File: src/rtl/riscv_pkg.sv
// Shared RISC-V encoding constants and request bundle.
// Used by instr_pack and instr_assembler.
package riscv_pkg;

   localparam logic [2:0] IMM_I = 3'b000;
   localparam logic [2:0] IMM_S = 3'b001;
   localparam logic [2:0] IMM_B = 3'b010;
   localparam logic [2:0] IMM_J = 3'b011;
   localparam logic [2:0] IMM_U = 3'b100;
   localparam logic [2:0] IMM_R = 3'b101;

   localparam int XLEN  = 32;
   localparam int OPC_W = 7;
   localparam int REG_W = 5;
   localparam int F3_W  = 3;
   localparam int F7_W  = 7;

   typedef struct packed {
      logic [2:0]       imm_src;
      logic [XLEN-1:0]  imm;
      logic [OPC_W-1:0] opcode;
      logic [REG_W-1:0] rd;
      logic [REG_W-1:0] rs1;
      logic [REG_W-1:0] rs2;
      logic [F3_W-1:0]  funct3;
      logic [F7_W-1:0]  funct7;
   } req_t;

endpackage

File: src/rtl/instr_pack.sv
// Combinational instruction packer with optional immediate range check.
// Build macro: IMM_RANGE_CHECK_EN enables the range check.
module instr_pack
   import riscv_pkg::*;
(
   input  req_t        req,
   output logic [31:0] instr,
   output logic        err
);

   logic bad_src;
   logic rng_bad;

   // place immediate and register fields per format
   always_comb begin
      instr   = '0;
      bad_src = 1'b0;
      case (req.imm_src)
         IMM_I: instr = {req.imm[11:0], req.rs1, req.funct3,
                         req.rd, req.opcode};
         IMM_S: instr = {req.imm[11:5], req.rs2, req.rs1,
                         req.funct3, req.imm[4:0], req.opcode};
         IMM_B: instr = {req.imm[12], req.imm[10:5], req.rs2,
                         req.rs1, req.funct3, req.imm[4:1],
                         req.imm[11], req.opcode};
         IMM_J: instr = {req.imm[20], req.imm[10:1], req.imm[11],
                         req.imm[19:12], req.rd, req.opcode};
         IMM_U: instr = {req.imm[31:12], req.rd, req.opcode};
         IMM_R: instr = {req.funct7, req.rs2, req.rs1,
                         req.funct3, req.rd, req.opcode};
         default: begin
            instr   = '0;
            bad_src = 1'b1;
         end
      endcase
   end

`ifdef IMM_RANGE_CHECK_EN
   // flag immediates whose dropped bits would be lost
   always_comb begin
      rng_bad = 1'b0;
      case (req.imm_src)
         IMM_I, IMM_S:
            rng_bad = !(&req.imm[31:11] || ~|req.imm[31:11]);
         IMM_B:
            rng_bad = !(&req.imm[31:12] || ~|req.imm[31:12])
                      || req.imm[0];
         IMM_J:
            rng_bad = !(&req.imm[31:20] || ~|req.imm[31:20])
                      || req.imm[0];
         IMM_U:
            rng_bad = |req.imm[11:0];
         default:
            rng_bad = 1'b0;
      endcase
   end
`else
   assign rng_bad = 1'b0;
`endif

   assign err = bad_src | rng_bad;

endmodule

File: src/rtl/instr_assembler.sv
// Streaming instruction encoder with 2-entry output FIFO.
// Build macro: IMM_RANGE_CHECK_EN enables the immediate range check.
module instr_assembler
   import riscv_pkg::*;
#(
   parameter int COUNT_W = 16
) (
   input  logic               clk,
   input  logic               rst_n,
   input  logic               in_valid,
   output logic               in_ready,
   input  logic [2:0]         imm_src,
   input  logic [31:0]        imm,
   input  logic [6:0]         opcode,
   input  logic [4:0]         rd,
   input  logic [4:0]         rs1,
   input  logic [4:0]         rs2,
   input  logic [2:0]         funct3,
   input  logic [6:0]         funct7,
   output logic               out_valid,
   input  logic               out_ready,
   output logic [31:0]        instr,
   output logic               err,
   output logic [COUNT_W-1:0] enc_count
);

   req_t        req;
   logic [31:0] pk_instr;
   logic        pk_err;
   logic [32:0] fifo_q [2];
   logic        rd_ptr;
   logic        wr_ptr;
   logic [1:0]  occ;
   logic        push;
   logic        pop;

   assign req = '{imm_src: imm_src, imm: imm, opcode: opcode,
                  rd: rd, rs1: rs1, rs2: rs2,
                  funct3: funct3, funct7: funct7};

   instr_pack u_pack (
      .req   (req),
      .instr (pk_instr),
      .err   (pk_err)
   );

   assign in_ready  = (occ != 2'd2);
   assign out_valid = (occ != 2'd0);
   assign push      = in_valid && in_ready;
   assign pop       = out_valid && out_ready;
   assign {instr, err} = fifo_q[rd_ptr];

   // FIFO storage, pointers, occupancy and pop counter
   always_ff @(posedge clk or negedge rst_n) begin
      if (!rst_n) begin
         fifo_q[0] <= '0;
         fifo_q[1] <= '0;
         rd_ptr    <= 1'b0;
         wr_ptr    <= 1'b0;
         occ       <= 2'd0;
         enc_count <= '0;
      end else begin
         if (push) begin
            fifo_q[wr_ptr] <= {pk_instr, pk_err};
            wr_ptr         <= ~wr_ptr;
         end
         if (pop) begin
            rd_ptr    <= ~rd_ptr;
            enc_count <= enc_count + 1'b1;
         end
         occ <= occ + 2'(push) - 2'(pop);
      end
   end

endmodule

File: config.mk
export PLATFORM = sky130hd
export DESIGN_NAME = instr_assembler
export DESIGN_NICKNAME = d
export VERILOG_FILES = /design/src/rtl/riscv_pkg.sv /design/src/rtl/instr_pack.sv /design/src/rtl/instr_assembler.sv
export SDC_FILE = /design/constraint.sdc
export NUM_CORES = 1
export LEC_CHECK = 0
export CORE_ASPECT_RATIO = 0.7
export CORE_UTILIZATION = 49
export DETAILED_ROUTE_END_ITERATION = 16
export PLACE_DENSITY = 0.78
export SYNTH_ARGS = -nofsm -noshare
export SYNTH_HDL_FRONTEND = slang
export SYNTH_SLANG_ARGS = --single-unit
File: constraint.sdc
create_clock -name clk -period 1.99 [get_ports clk]
set_input_delay 0.398 -clock clk [delete_from_list [all_inputs] [get_ports clk]]
set_output_delay 0.398 -clock clk [all_outputs]
set_load 0.005 [all_outputs]
Yosys cells after proc, flatten, opt, wreduce, memory -nomap -nowiden
Index checks and enable logic that the tools add are counted.
Storage, ports and cells
  flip-flop bits (word level): 86
  input port bits: 71
Cells by class
  $lt $le $gt $ge: 3
  muxes and demuxes: 8
  add/subtract/negate cells: 3
  reductions and logical operators: 6
  eq/ne operators: 6
  bitwise gates (word level): 4
Operator list (number)
  $pmux 32 s6: 1
  $mux 33: 4
  $bwmux 66: 1
  $demux 33 s1: 1
  $add 16x1->16 const B: 1
  $eq 3x2->1 const B: 2
  $eq 3x3->1 const B: 2
  $reduce_or 6->1: 1
  $ge 2x2->1 const B: 2
  $not 1->2: 2
  $eq 3x1->1 const B: 1
  $logic_and 1x1->1: 3
  $logic_not 3->1: 1
  $add 2x1->2: 1
  $lt 2x1->1 const B: 1
  $ne 2x2->1 const B: 1
  $not 1->1: 2
  $reduce_bool 2->1: 1
  $sub 2x1->2: 1
  $mux 1: 1

Logic depth before layout (Yosys ltp)
  depth in word-level cells: 6
  mapped depth: 8
  gate-level depth less buffers: 8

Modules after synthesis
A second synthesis with hierarchy kept.
Unflattened totals
  cell total of the unflattened synthesis: 376
  area total of the unflattened synthesis: 4737.0 µm²
By module, submodules not included
  instr_assembler: area an instance 3778.6 µm², cells each 251, instances 1
  instr_pack: area an instance 958.4 µm², cells each 125, instances 1

Least setup slack after synthesis
No wires, ideal clock.
  path type: register to register
  start point: register occ[1]
  end point: register occ[1]
  path buffers: 0
  library setup time: 123 ps
  data required time: 1867 ps
  period minus slack after synthesis: 1792 ps
  stages on the path, launching flop included: 9
  arrival time: 1669 ps
  path slack: 198 ps
  cells stage by stage: dfrtp_1 > or2_2 > nand2_1 > inv_1 > ha_1 > inv_1 > ha_1 > xnor2_1 > xnor2_1
RTL lines
  start, declared: RTL line instr_assembler.sv:33  | logic [1:0] occ;
  start signal, assigned: RTL line instr_assembler.sv:71  | occ <= occ + 2'(push) - 2'(pop);
  $reduce_bool 2->1: RTL line instr_assembler.sv:48  | assign out_valid = (occ != 2'd0);
  via out_valid: RTL line instr_assembler.sv:20  | output logic out_valid,
  $logic_and 1x1->1: RTL line instr_assembler.sv:50  | assign pop = out_valid && out_ready;
  via pop: RTL line instr_assembler.sv:35  | logic pop;
  $sub 2x1->2: RTL line instr_assembler.sv:71
The timed path passes the listed nets, and every way through them passes these cells.
A chain may end at the register's enable or synchronous reset.

Final worst setup path
  start point: register rd_ptr
  end point: output port instr[19]
On the way
  longest elaborated chain between the ends: 4
Ends and longest elaborated chain
  start, declared: RTL line instr_assembler.sv:31  | logic rd_ptr;
  start signal, assigned: RTL line instr_assembler.sv:68  | rd_ptr <= ~rd_ptr;
  $not 1->2 (not written as such): RTL line instr_assembler.sv:51  | assign {instr, err} = fifo_q[rd_ptr];
  $mux 33 (not written as such) (3 in series): RTL line instr_assembler.sv:51
  end, declared: RTL line instr_assembler.sv:22  | output logic [31:0] instr,
No other way between the ends. The select of a mux whose other input is x is not followed.

==> results.md <==
* DR vias at 3835
* Design area at 6290 µm²
* Chip Width at 116 µm
* Synth top area share at 0.486
* Grt ovf at 0
* Die Ht at slightly above 80 µm
* Setup Skew at ~0.0053 ns
* Clock H-tree levels at 3
* Hold Buf Count CTS at 0
* CP Cell Sequence: buf_6 > buf_12 > mux2_2 > dlygate4sd2_1
* Pwr Total at approximately 0.0083 W
* Antenna Diode Count at 0
* Status: finished with violations
* Drt total wl at approximately 11 mm
* PD cells at roughly 1300 nW/µm²
* Relative slew slack at 0.703
* Gr usage total at 0.245
* Initial DRC count at between 200 and 300
* Placed cell area at just under 6000 µm²
* Max Fclk at about 500 MHz
* Per-cell routed wire length at between 15 and 20 µm
* CTS Root Cell: clkbuf_16
* FILL cells at 647
* Number of nets with antenna violations after routing at 0
* Drt pass-1 iters at 6
* Mapped cell area at roughly 4400 µm²
* Synth async-reset ratio at 1.00
* Count leader, synth: nand2_1
* DRC Markers at 0
* Unrepaired setup endpoints after global routing: true
* Clk sink count at 86
* Final Max Slew Viols at 0
* Most area-consuming cells after synthesis: dfrtp_1 49%, mux2_2 9.9%, nand2_1 8.0%
* CTS tree: yes
* Placer Congestion at around 0.87
* DP Wirelength at 7.86 mm
* Avg Inst Size Synth at around 9.8 µm²
* CP delay by family, top: buffers and inverters
* Primary FF master, synth: dfrtp_1
* Setup TNS at -0.0671 ns
* Pre-CTS WS at approximately 0.037 ns
* Yosys warns at 0
* FP Rows at 28
* Mapped Cells at between 400 and 500
* Buf/Inv on CP at 3
* Antenna violations before repair at 0
* Post-synthesis sequential area ratio at 0.486
* Core ar. at 8620 µm²
* Final setup margin at -0.0235 ns
* Peak supply drop at roughly 0.63 mV
* CP startpoint kind: flip-flop
* Io pins at between 100 and 150
* Reg clk slew, reported paths at about 0.060 ns
* Clock buffer count from CTS at 9
* Port Buffer Count at roughly 120
* Routed vias/inst at between 5 and 6
* P&R area growth vs syn at 42.1%
* Number of synthesized flops with an enable pin at 0
* Min cycle time layout at 2.01 ns
* First-pass GRT wire length at around 18 mm
* Top cells by count, synth: 94 x nand2_1, 86 x dfrtp_1, 45 x o21ai_0
* Worst-path maximum fanout at 10
* FF+latch area at between 2000 and 2500 µm²
* Ratio of cells with drive above 1 in the final layout at 0.172
* Worst-skew pair later-pin latency at between 0.3 and 0.4 ns
* CP required at 1.59 ns
* Setup crit end kind: output port
* Slew @ Worst Pin at roughly 0.45 ns
* Initial Utilization at 0.514
* Number of global-route vias before repair at 3759
* Critical path class: flip-flop to output port
* Largest net degree at the start of global routing at just over 60
* Clk buf depth at 2
* Failing checks: setup timing
* FF+latch count, synth at 86
* Slowest CP cell: dfrtp_2
* Area of the multi-input gates at 2120 µm²
* Final net count at around 650
* Tcrit/Tclk final at 1.01
* Max-Cap Viols at 0
* Syn_nets at around 520
* Final setup violation count at 3
* Die area at approximately 9400 µm²
* LEAKAGE at a little under 3 nW
* Hold Crit Class: input pin to asynchronous set/reset pin
* Area leader, netlist: dfrtp_1
* Final hold vios at 0
* Cell variety after synth at 34
* Crit path largest cell delay at slightly below 0.4 ns
* CP arrival at 1.62 ns
## metal layers
layer / vias to the layer above / track usage / share of wire / wire length (µm)
met4: 0 / 0.0808 / 0.0092 / 103
li1: 1851 / - / - / -
met5: - / 0 / 0 / 0
met3: 9 / 0.0546 / 0.059 / 663
met1: 1850 / 0.313 / 0.45 / 5040
met2: 125 / 0.417 / 0.48 / 5380
## cell type report
class                           instances  area share
Inverter                                5     0.00298
Tap cell                              120      0.0239
Clock buffer                            9      0.0358
Clock inverter                          6      0.0177
Sequential cell                        86       0.342
Multi-Input combinational cell        328       0.337
Timing Repair Buffer                  149       0.240
## per-stage QoR
stage          instances  hold slack [ns]   util
2_1_floorplan        450            0.102      -
3_3_place_gp         681            0.355  0.684
3_5_place_dp         681            0.370  0.684
4_1_cts              696           0.0162  0.723
5_1_grt              703           0.0292  0.730
6_report             703          0.00284  0.730
## worst paths after layout
check                           startpoint         end  slack (ns)  depth (start not counted)
worst max-delay path                rd_ptr   instr[19]       -0.02                          4
worst min-delay path                 rst_n  fifo_q[28]       0.003                          1
worst max register to register      occ[1]      occ[1]        0.25                          8
worst min register to register  fifo_q[61]  fifo_q[61]        0.47                          2
max in group asynchronous            rst_n  fifo_q[53]        1.28                          2
min in group clk                fifo_q[61]  fifo_q[61]        0.47                          2
## power by group
group	switching, W	internal, W	leakage (nW)	total (W)
Sequential	0.000436	0.00247	1.10	0.00291
Combinational	0.00149	0.00198	1.70	0.00347
Clock	0.000676	0.00122	0.161	0.00189
## flip-flops by register name (all words and copies together), names as in the netlist
| name | cells |
|---|---|
| rd_ptr | 1 |
| occ | 2 |
| wr_ptr | 1 |
| enc_count | 16 |
| fifo_q | 66 |
## cells in the final DEF (no fill, tap or decap), types with 4 or more instances in the layout
master	count
and2_0	4
o22a_1	9
o21ai_1	9
nand2_1	94
and3_1	8
dfrtp_1	85
nand4_1	6
o32a_1	4
a21oi_1	23
clkdlybuf4s15_1	7
o21ai_0	45
o2bb2ai_1	6
clkdlybuf4s50_1	86
buf_12	9
nor2_1	7
clkbuf_16	10
a211oi_1	4
buf_4	18
clkbuf_2	12
inv_1	4
mux2_2	36
xnor2_1	17
nand3_1	5
dlymetal6s2s_1	11
mux2i_1	18
a22oi_1	15
## cell families (layout without fill, tap and decap cells)
| logic type | Yosys count | after routing | synth area share |
|---|---|---|---|
| XOR/XNOR | 18 | 18 | 0.0356 |
| buffers and inverters | 36 | 169 | 0.0384 |
| AO/OA/AOI/OAI | 116 | 116 | 0.160 |
| AND/OR/NAND/NOR | 133 | 133 | 0.130 |
| flip-flops | 86 | 86 | 0.486 |
| multiplexers | 58 | 58 | 0.142 |
| adder cells (fa/ha/maj) | 3 | 3 | 0.00848 |
## worst reg2reg max path, cell delays in order, from the launching register on
cell,delay [ns]
dfrtp_1,0.41
or2_2,0.31
nand2_1,0.09
inv_1,0.06
ha_1,0.27
inv_1,0.04
ha_1,0.18
xnor2_1,0.17
xnor2_1,0.14
## repair_timing
item / 4_1_cts / 5_1_grt
cloned: 0 / 1
setup buffers: 0 / 6
endpoints found under the setup margin: 33 / 22
gates resized for setup: 24 / 44
No activity file was read; power rests on OpenSTA's default activity.
